--- src/rtl/mycpu_fetch_pkg.sv ---
`default_nettype none
// ============================================================================
// mycpu_fetch_pkg : shared fetch constants and redirect source encoding
// Revision 1.0
// ============================================================================
package mycpu_fetch_pkg;

  localparam logic [31:0] RESET_PC = 32'h1c00_0000;
  localparam int          MAX_OUT  = 2;

  // Numeric order doubles as priority order: larger wins.
  typedef enum logic [1:0] {
    SRC_BR      = 2'd0,
    SRC_REFETCH = 2'd1,
    SRC_ERTN    = 2'd2,
    SRC_EX      = 2'd3
  } redirect_src_e;

endpackage
`default_nettype wire

--- src/rtl/fetch_redirect_ctrl_if.sv ---
`default_nettype none
// ============================================================================
// fetch_redirect_ctrl_if : inst-SRAM-like request / response channel
// Revision 1.0
// ============================================================================
interface fetch_redirect_ctrl_if;

  logic        req_valid;
  logic [31:0] req_pc;
  logic        addr_ok;
  logic        data_ok;

  modport master (
    output req_valid,
    output req_pc,
    input  addr_ok,
    input  data_ok
  );

  modport slave (
    input  req_valid,
    input  req_pc,
    output addr_ok,
    output data_ok
  );

endinterface
`default_nettype wire

--- src/rtl/fetch_redirect_ctrl_prio_sel.sv ---
`default_nettype none
// ============================================================================
// redirect_prio_sel : fixed-priority four-way redirect selector (ex > ertn >
// refetch > br).  Revision 1.0
// ============================================================================
module redirect_prio_sel
  import mycpu_fetch_pkg::*;
(
  input  logic          i_ex_valid,
  input  logic [31:0]   i_ex_target,
  input  logic          i_ertn_valid,
  input  logic [31:0]   i_ertn_target,
  input  logic          i_refetch_valid,
  input  logic [31:0]   i_refetch_target,
  input  logic          i_br_valid,
  input  logic [31:0]   i_br_target,
  output logic          o_valid,
  output redirect_src_e o_src,
  output logic [31:0]   o_target
);

  always_comb begin
    o_valid  = 1'b1;
    o_src    = SRC_EX;
    o_target = i_ex_target;
    if (i_ex_valid) begin
      o_src    = SRC_EX;
      o_target = i_ex_target;
    end else if (i_ertn_valid) begin
      o_src    = SRC_ERTN;
      o_target = i_ertn_target;
    end else if (i_refetch_valid) begin
      o_src    = SRC_REFETCH;
      o_target = i_refetch_target;
    end else if (i_br_valid) begin
      o_src    = SRC_BR;
      o_target = i_br_target;
    end else begin
      o_valid  = 1'b0;
      o_src    = SRC_BR;
      o_target = i_br_target;
    end
  end

endmodule
`default_nettype wire

--- src/rtl/fetch_redirect_ctrl.sv ---
`default_nettype none
// ============================================================================
// fetch_redirect_ctrl : PC generation, redirect arbitration and stale-response
// filtering for an inst-SRAM-like fetch port.  Revision 1.0
// ============================================================================
module fetch_redirect_ctrl #(
  parameter logic [31:0] RESET_PC = mycpu_fetch_pkg::RESET_PC,
  parameter int          MAX_OUT  = mycpu_fetch_pkg::MAX_OUT
) (
  input  logic                  clk,
  input  logic                  reset,
  input  logic                  ex_valid,
  input  logic [31:0]           ex_target,
  input  logic                  ertn_valid,
  input  logic [31:0]           ertn_era,
  input  logic                  refetch_valid,
  input  logic [31:0]           refetch_pc,
  input  logic                  br_valid,
  input  logic [31:0]           br_target,
  input  logic                  fetch_en,
  fetch_redirect_ctrl_if.master mem,
  output logic                  inst_valid,
  output logic                  adef
);
  import mycpu_fetch_pkg::*;

  localparam int            CW        = $clog2(MAX_OUT + 2);
  localparam logic [CW-1:0] c_max_out = CW'(MAX_OUT);
  localparam logic [CW-1:0] c_one     = CW'(1);
  localparam logic [0:0]    c_OPEN    = 1'b0;
  localparam logic [0:0]    c_HOLD    = 1'b1;

  logic [0:0]    r_state;
  logic [0:0]    w_next_state;
  logic [31:0]   r_pc;
  logic [31:0]   r_hold_pc;
  logic          r_pend_valid;
  redirect_src_e r_pend_src;
  logic [31:0]   r_pend_pc;
  logic [CW-1:0] r_outstanding;
  logic [CW-1:0] r_discard;

  logic          w_rd_valid;
  redirect_src_e w_rd_src;
  logic [31:0]   w_rd_target;
  logic [31:0]   w_open_pc;
  logic [31:0]   w_req_pc;
  logic          w_req_valid;
  logic          w_adef;
  logic          w_cur_refetch;
  logic          w_cap_ok;
  logic          w_accept;
  logic          w_ret;

  redirect_prio_sel u_prio (
    .i_ex_valid       (ex_valid),
    .i_ex_target      (ex_target),
    .i_ertn_valid     (ertn_valid),
    .i_ertn_target    (ertn_era),
    .i_refetch_valid  (refetch_valid),
    .i_refetch_target (refetch_pc),
    .i_br_valid       (br_valid),
    .i_br_target      (br_target),
    .o_valid          (w_rd_valid),
    .o_src            (w_rd_src),
    .o_target         (w_rd_target)
  );

  always_ff @(posedge clk) begin
    if (reset) r_state <= c_OPEN;
    else       r_state <= w_next_state;
  end

  always_comb begin
    w_next_state = r_state;
    case (r_state)
      c_OPEN:  if (w_req_valid && !mem.addr_ok) w_next_state = c_HOLD;
      c_HOLD:  if (mem.addr_ok)                 w_next_state = c_OPEN;
      default: w_next_state = c_OPEN;
    endcase
  end

  always_comb begin
    w_open_pc     = w_rd_valid ? w_rd_target : (r_pend_valid ? r_pend_pc : r_pc);
    w_cur_refetch = w_rd_valid ? (w_rd_src == SRC_REFETCH)
                               : (r_pend_valid && (r_pend_src == SRC_REFETCH));
    w_cap_ok      = (r_outstanding < c_max_out) ||
                    ((r_outstanding == c_max_out) && mem.data_ok);
    w_req_pc      = (r_state == c_HOLD) ? r_hold_pc : w_open_pc;
    w_adef        = (w_req_pc[1:0] != 2'b00);
    if (reset)                  w_req_valid = 1'b0;
    else if (r_state == c_HOLD) w_req_valid = 1'b1;
    else                        w_req_valid = fetch_en && !w_adef && w_cap_ok && !w_cur_refetch;
    w_accept      = w_req_valid && mem.addr_ok;
    w_ret         = mem.data_ok && (r_outstanding != '0);
  end

  assign mem.req_valid = w_req_valid;
  assign mem.req_pc    = reset ? RESET_PC : w_req_pc;
  assign adef          = !reset && w_adef;
  assign inst_valid    = !reset && w_ret && (r_discard == '0);

  always_ff @(posedge clk) begin
    if (reset) begin
      r_pc          <= RESET_PC;
      r_hold_pc     <= RESET_PC;
      r_pend_valid  <= 1'b0;
      r_pend_src    <= SRC_BR;
      r_pend_pc     <= '0;
      r_outstanding <= '0;
      r_discard     <= '0;
    end else begin
      if (r_state == c_OPEN && w_req_valid) r_hold_pc <= w_req_pc;
      if (w_accept) r_pc <= w_req_pc + 32'd4;

      // Issuing from OPEN consumes the pending target (accepted or now held).
      if (r_state == c_OPEN && w_req_valid) begin
        r_pend_valid <= 1'b0;
      end else if (w_rd_valid && (!r_pend_valid || (w_rd_src >= r_pend_src))) begin
        r_pend_valid <= 1'b1;
        r_pend_src   <= w_rd_src;
        r_pend_pc    <= w_rd_target;
      end

      case ({w_accept, w_ret})
        2'b10:   r_outstanding <= r_outstanding + c_one;
        2'b01:   r_outstanding <= r_outstanding - c_one;
        default: r_outstanding <= r_outstanding;
      endcase

      // A response returning in the redirect cycle is already accounted for.
      if (w_rd_valid)
        r_discard <= r_outstanding - CW'(w_ret) + CW'(r_state == c_HOLD);
      else if (w_ret && (r_discard != '0))
        r_discard <= r_discard - c_one;
    end
  end

endmodule
`default_nettype wire
--- src/flat_wrapper.sv ---
// flat-port wrapper written by rule: the top's interface ports become plain ports
module fetch_redirect_ctrl_flat import mycpu_fetch_pkg::*;
#(
  parameter logic [31:0] RESET_PC = mycpu_fetch_pkg::RESET_PC,
  parameter int          MAX_OUT  = mycpu_fetch_pkg::MAX_OUT
)
  (clk, reset, ex_valid, ex_target, ertn_valid, ertn_era, refetch_valid, refetch_pc, br_valid, br_target, fetch_en, inst_valid, adef, mem_req_valid, mem_req_pc, mem_addr_ok, mem_data_ok);
  fetch_redirect_ctrl_if mem_i ();
  input  logic clk;
  input  logic reset;
  input  logic ex_valid;
  input  logic [31:0] ex_target;
  input  logic ertn_valid;
  input  logic [31:0] ertn_era;
  input  logic refetch_valid;
  input  logic [31:0] refetch_pc;
  input  logic br_valid;
  input  logic [31:0] br_target;
  input  logic fetch_en;
  output logic inst_valid;
  output logic adef;
  output wire logic [$bits(mem_i.req_valid)-1:0] mem_req_valid;
  output wire logic [$bits(mem_i.req_pc)-1:0] mem_req_pc;
  input wire logic [$bits(mem_i.addr_ok)-1:0] mem_addr_ok;
  input wire logic [$bits(mem_i.data_ok)-1:0] mem_data_ok;
  assign mem_req_valid = mem_i.req_valid;
  assign mem_req_pc = mem_i.req_pc;
  assign mem_i.addr_ok = mem_addr_ok;
  assign mem_i.data_ok = mem_data_ok;
  fetch_redirect_ctrl #(.RESET_PC(RESET_PC), .MAX_OUT(MAX_OUT)) u_core (.clk(clk), .reset(reset), .ex_valid(ex_valid), .ex_target(ex_target), .ertn_valid(ertn_valid), .ertn_era(ertn_era), .refetch_valid(refetch_valid), .refetch_pc(refetch_pc), .br_valid(br_valid), .br_target(br_target), .fetch_en(fetch_en), .mem(mem_i), .inst_valid(inst_valid), .adef(adef));
endmodule
--- config.mk ---
export PLATFORM = sky130hd
export DESIGN_NAME = fetch_redirect_ctrl_flat
export DESIGN_NICKNAME = d
export VERILOG_FILES = /design/src/rtl/mycpu_fetch_pkg.sv /design/src/rtl/fetch_redirect_ctrl_if.sv /design/src/rtl/fetch_redirect_ctrl_prio_sel.sv /design/src/rtl/fetch_redirect_ctrl.sv /design/src/flat_wrapper.sv
export SDC_FILE = /design/constraint.sdc
export NUM_CORES = 1
export LEC_CHECK = 0
export ABC_AREA = 1
export ABC_CLOCK_PERIOD_IN_PS = 7800
export BUFFER_PORTS_ARGS = -buffer_cell sky130_fd_sc_hd__buf_4
export CORE_MARGIN = 10
export CORE_UTILIZATION = 40
export CTS_CLUSTER_DIAMETER = 40
export DETAILED_ROUTE_END_ITERATION = 16
export PLACE_DENSITY_LB_ADDON = 0.1
export SYNTH_ARGS = -nofsm -noshare
export SYNTH_HDL_FRONTEND = slang
export SYNTH_SLANG_ARGS = --single-unit
--- constraint.sdc ---
create_clock -name clk -period 7.8 [get_ports clk]
set_input_delay 1.95 -clock clk [delete_from_list [all_inputs] [get_ports clk]]
set_output_delay 1.95 -clock clk [all_outputs]
set_load 0.02 [all_outputs]
==> results_dict.tcl, run 1 <==
set metrics [dict create \
    placement_rows 51 \
    clk_pin_slew_ns 0.07 \
    swShare_pct 34.27 \
    total_wirelength_of_the_detailed_routed_design_um 25890 \
    cts.root.buffer_cell "clkbuf_16" \
    worstHoldPathType "flop to flop" \
    crit_path_start_kind "input pin" \
    dieHeight_um 160.3 \
    synth-warning-count 0 \
    globalRouteTotalUtil_pct 19.35 \
    place_congestion 0.9074 \
    timing.slew.headroom_pct 30.32 \
    seq_power_share_pct 39.1 \
    diodes 0 \
    internal_power_w 0.001017 \
    tns_ns 0 \
    dr.first_iter.drc_count 468 \
    crit_path_arrival_time_ns 4.14 \
    io_buffers 171 \
    die_area_sq_um 25690 \
    ioPinCount 172 \
    drive_gt1_share_pct 16.71 \
    crit_path_top_delay_cell "nand2_4" \
    drt_pre_antenna_iters 7 \
    clk_path_buf_depth 2 \
    count_of_flip_flops_with_a_built_in_enable_after_synthesis 0 \
    antenna_violating_nets_post_route 0 \
    grt_pass1_vias 8220 \
    grt_remaining_overflow 0 \
    synthToLayoutAreaGrowth_pct 19.35 \
    die_width_um 160.3 \
    cts_hold_buffers 0 \
    run_status "complete, no violations" \
    p_per_area_nw_per_um2 164.7 \
    final_hold_viol_count 0 \
    hold-path-cell-count 2 \
    netlist_area_sq_um 7871 \
    syn_nets 1547 \
    fin_crit_sh_pct 78.14 \
    crit_chain "buf_4 > nor2_8 > nand2_4 > inv_2 > a21oi_1 > nand2_1 > nand3_1 > nand2_2 > nand2_1 > inv_1 > buf_4" \
    post-route-min-period_ns 6.095 \
    critical_path_class "input pin to output port" \
    synthTopCellsByArea "dfxtp_1, nand2_1, nor2_1, inv_1, nand3_1" \
    clock_latency_ns 0.35 \
    worst_clock_skew_ns 0.008243 \
    synth_seq_cells 104 \
    post_synth_inst_count 1403 \
    core-area_sq_um 19400 \
    cts_tree "yes" \
    final_util_pct 48.43 \
    synth.yosys.seq_area_share_pct 26.45 \
    drv_slew 0 \
    fmax_mhz 164.1 \
    p_clk_share_pct 30.2 \
    yosysTopAreaCellShare_pct 26.45 \
    setup_viol 0 \
    drc_errors 0 \
    yosys.cell_types.count 37 \
    worst_r2r_path_depth 10 \
    worst_path_largest_cell_delay_ns 0.52 \
    mostFrequentLayoutCell "nand2_1" \
    h-tree-depth 3 \
    net-switching-power_w 0.0005303 \
    route.vias.total 8566 \
    total_power_w 0.001548 \
    layout_setup_ws_ns 1.705 \
    post_drt_via_cell_ratio 4.783 \
    nets 1665 \
    wire_per_inst_um 14.46 \
    peakVddDrop_mv 0.1061 \
    initial_core_util_pct 40.58 \
    grt_antenna_before_repair 0 \
    final_cell_count_no_fill 1791 \
    cp-end-kind "output port" \
    grt_first_pass_wirelength_um 40920 \
    max-cap-violations 0 \
    place_worst_setup_slack_ns 1.716 \
    place.detailed.hpwl_um 19990 \
    dpl.cell_count 1775 \
    rsz0062_at_grt "false" \
    p_comb_share_pct 30.7 \
    ys_dominant_reg_cell "dfxtp_1" \
    numClockSinks 104 \
    commonest_non_fill_non_tap_cells_in_the_layout "nand2_1, nor2_1, buf_4, inv_1, dfxtp_1" \
    asyncSetResetFlopFracSynth_pct 0 \
    synthesis.area_per_instance_sq_um 5.610 \
    cts_buf_count 9 \
    synth_top_cell_by_area "dfxtp_1" \
    post_cts.resized_instances 0 \
    largest_net_degree_at_the_start_of_global_routing 66 \
    crit_path_max_fo 64 \
    tightest_slew_ns 1.045 \
    post_cts.repair.setup_buffers 0 \
    p_leak_nw 5.071 \
    worstPathRequired_ns 5.85 \
]
==> cells by family after synthesis <==
logic type / synth area share, %
and+or+nand+nor: 50.76
buffers and inverters: 13.37
DFF: 26.45
AOI/OAI and AO/OA: 6.978
xor gates and xnor gates: 1.335
adders and majority gates: 1.113
==> cell type report <==
type | count | area [sq um]
Clock inverter | 4 | 51.30
Tap cell | 265 | 331.6
Sequential cell | 104 | 2083
Fill cell | 2250 | 10000
Timing Repair Buffer | 178 | 1336
Clock buffer | 12 | 246.5
Inverter | 162 | 608.1
Multi-Input combinational cell | 1066 | 4737
==> registers in the layout, indices dropped and copies added (netlist names) <==
| signal | cells |
|---|---|
| u_core.r_pc | 32 |
| u_core.r_pend_valid | 1 |
| u_core.r_pend_pc | 32 |
| u_core.r_hold_pc | 32 |
| u_core.r_outstanding | 2 |
| u_core.r_discard | 2 |
| u_core.r_state | 1 |
| u_core.r_pend_src | 2 |
==> per-stage QoR <==
stage | instance area, sq um | hold WS [ns]
floorplan | 7871 | 0.4088
global placement | 9096 | 0.4232
detailed placement | 9096 | 0.4236
CTS | 9394 | 0.4355
global route | 9394 | 0.4742
finish | 9394 | 0.4334
==> power groups by stage <==
stage | registers [W] | logic [W] | clock network [W]
floorplan | 0.000611 | 0.000327 | 0
finish | 0.000605 | 0.000475 | 0.000468
CTS | 0.000606 | 0.000480 | 0.000476
global placement | 0.000617 | 0.000475 | 0
global route | 0.000611 | 0.000537 | 0.000495
detailed placement | 0.000618 | 0.000478 | 0
==> metal layers <==
| metal | routed length, um | track usage, % | up-vias |
|---|---|---|---|
| li1 | - | - | 4510 |
| met1 | 10880 | 21.71 | 3860 |
| met2 | 13570 | 36.71 | 162 |
| met3 | 790 | 2.802 | 34 |
| met4 | 650 | 5.593 | 0 |
| met5 | 0 | 0 | - |
==> worst paths after layout <==
kind / slack [ns] / endpoint / start
worst min register to register: 0.43 / u_core.r_hold_pc[1] / u_core.r_hold_pc[1]
worst max-delay path: 1.71 / mem_req_valid / ex_valid
worst max register to register: 4.30 / u_core.r_hold_pc[4] / u_core.r_pend_valid
worst min-delay path: 0.43 / u_core.r_hold_pc[1] / u_core.r_hold_pc[1]
==> Yosys cell counts (9+ instances only) <==
cell      number
nand2_1      509
nor2_1       246
inv_1        155
dfxtp_1      104
nand3_1      101
a21oi_1       39
o21ai_0       38
nand3b_1      30
nand2_2       28
clkbuf_1      21
buf_2         19
buf_4         15
nor2_2        15
buf_6         13
xor2_1         9
==> worst max-delay path, delay by kind of cell <==
family	cells	cell delay, ns
buf+inv	4	0.91
simple gates	6	1.02
compound gates	1	0.24
(Power assumes the default switching activity.)
==> inputs of run 2 (changes only) <==
--- a/config.mk
+++ b/config.mk
@@ -6,7 +6,7 @@
 export NUM_CORES = 1
 export LEC_CHECK = 0
 export ABC_AREA = 1
-export ABC_CLOCK_PERIOD_IN_PS = 7800
+export ABC_CLOCK_PERIOD_IN_PS = 5250
 export BUFFER_PORTS_ARGS = -buffer_cell sky130_fd_sc_hd__buf_4
 export CORE_MARGIN = 10
 export CORE_UTILIZATION = 40
==> constraint.sdc (replaced) <==
create_clock -name clk -period 5.25 [get_ports clk]
set_input_delay 1.3125 -clock clk [delete_from_list [all_inputs] [get_ports clk]]
set_output_delay 1.3125 -clock clk [all_outputs]
set_load 0.02 [all_outputs]
==> results_dict.tcl, run 2 (synthesis results as in run 1) <==
set metrics [dict create \
    wire_per_inst_um 14.85 \
    drt_pre_antenna_iters 5 \
    biggest_registers_after_layout "u_core.r_hold_pc (32), u_core.r_pc (32), u_core.r_pend_pc (32)" \
    cts.root.buffer_cell "clkbuf_16" \
    die_area_sq_um 25690 \
    largest_net_degree_at_the_start_of_global_routing 64 \
    worst_clock_skew_ns 0.006312 \
    antenna_violating_nets_post_route 0 \
    crit_path_arrival_time_ns 3.22 \
    crit_start "ex_valid" \
    critical_path_class "input pin to output port" \
    grt_first_pass_wirelength_um 42890 \
    tightest_slew_ns 1.193 \
    timing.slew.headroom_pct 20.47 \
    critical_path.reg2reg.startpoint "u_core.r_pend_valid" \
    grt_pass1_vias 8460 \
    grt_remaining_overflow 0 \
    p_clk_share_pct 30.4 \
    p_per_area_nw_per_um2 245.0 \
    grt_antenna_before_repair 0 \
    clk_pin_slew_ns 0.07 \
    seq_power_share_pct 39.1 \
    post_drt_via_cell_ratio 4.838 \
    crit_path_max_fo 63 \
    critical_path.endpoint "mem_req_pc[31]" \
    place_congestion 0.9114 \
    drv_slew 0 \
    net-switching-power_w 0.0008051 \
    hold-path-cell-count 2 \
    peakVddDrop_mv 0.1949 \
    rsz0062_at_grt "false" \
    tns_ns 0 \
    reg2reg_setup_slack_ns 2.09 \
    post_cts.resized_instances 0 \
    place.detailed.hpwl_um 20910 \
    diodes 0 \
    worstPathRequired_ns 3.94 \
    total_wirelength_of_the_detailed_routed_design_um 26710 \
    post-route-min-period_ns 4.530 \
    core-area_sq_um 19400 \
    filler_cells_inserted 2204 \
    fmax_mhz 220.7 \
    swShare_pct 34.66 \
    cts_buf_count 9 \
    numClockSinks 104 \
    cts_hold_buffers 0 \
    globalRouteTotalUtil_pct 20.36 \
    die_width_um 160.3 \
    clock_latency_ns 0.35 \
    cp-end-kind "output port" \
    commonest_non_fill_non_tap_cells_in_the_layout "nand2_1, nor2_1, buf_4, inv_1, dfxtp_1" \
    run_status "complete, no violations" \
    placement_rows 51 \
    initial_core_util_pct 40.58 \
    final_hold_viol_count 0 \
    h-tree-depth 3 \
    io_buffers 171 \
    worstHoldStart "u_core.r_hold_pc[0]" \
    crit_path_start_kind "input pin" \
    worst_r2r_endpoint "u_core.r_hold_pc[21]" \
    route.vias.total 8704 \
    p_leak_nw 5.118 \
    cts_tree "yes" \
    drc_errors 0 \
    clk_path_buf_depth 2 \
    p_comb_share_pct 30.5 \
    mostFrequentLayoutCell "nand2_1" \
    max-cap-violations 0 \
    setup_viol 0 \
    nets 1674 \
    worstHoldPathType "flop to flop" \
    dr.first_iter.drc_count 481 \
    fin_crit_sh_pct 86.29 \
    post_cts.repair.setup_buffers 0 \
    total_power_w 0.002323 \
    ioPinCount 172 \
    synthToLayoutAreaGrowth_pct 20.44 \
    drive_gt1_share_pct 17.28 \
    internal_power_w 0.001518 \
    dieHeight_um 160.3 \
    worst_r2r_path_depth 11 \
]
==> run 2: metrics by stage <==
step / hold WS (ns) / instance area, sq um / cells / setup slack, ns / util (%)
after floorplan: 0.4088 / 7871 / 1403 / 1.344 / -
final: 0.4359 / 9480 / 1799 / 0.7197 / 48.87
after detailed placement: 0.4208 / 9176 / 1784 / 0.6926 / 47.30
after global placement: 0.4215 / 9176 / 1784 / 0.6931 / 47.30
after CTS: 0.4326 / 9480 / 1799 / 0.6784 / 48.87
after global routing: 0.4577 / 9480 / 1799 / 0.4995 / 48.87
==> run 2: worst min path at each step <==
stage	end	slack [ns]
global route	u_core.r_hold_pc[1]	0.46
detailed placement	u_core.r_hold_pc[0]	0.42
CTS	u_core.r_hold_pc[0]	0.43
global placement	u_core.r_hold_pc[0]	0.42
floorplan	u_core.r_hold_pc[0]	0.41
finish	u_core.r_hold_pc[0]	0.44
==> run 2: critical path, cell delays in order <==
cell and delay, ns:
buf_4 0.30, nor2_4 0.39, inv_2 0.13, o31ai_1 0.39
o21ai_0 0.21, inv_1 0.10, a21oi_1 0.07, nor2_1 0.15
buf_4 0.16
==> run 2: cell type report <==
class | instances | area, sq um | area share (%)
multi-input cells | 1066 | 4737 | 49.97
inverters | 162 | 608.1 | 6.414
flip-flops and latches | 104 | 2083 | 21.97
well taps | 265 | 331.6 | 3.497
clock buffers | 10 | 239.0 | 2.521
repair buffers | 187 | 1416 | 14.94
clock inverters | 5 | 65.06 | 0.6863
==> run 2: metal layers <==
metal | vias to the layer above | wire length (um) | track usage [%]
li1 | 4527 | - | -
met1 | 3973 | 11230 | 22.79
met2 | 167 | 13930 | 38.61
met3 | 37 | 962 | 3.162
met4 | 0 | 592 | 5.760
met5 | - | 0 | 0
==> run 2: power by group through the flow <==
| stage | sequential (W) | combinational, W | clock [W] |
|---|---|---|---|
| global placement | 0.000926 | 0.000706 | 0 |
| detailed placement | 0.000927 | 0.000711 | 0 |
| floorplan | 0.000908 | 0.000486 | 0 |
| global route | 0.000917 | 0.000803 | 0.000752 |
| CTS | 0.000908 | 0.000715 | 0.000722 |
| finish | 0.000909 | 0.000707 | 0.000707 |
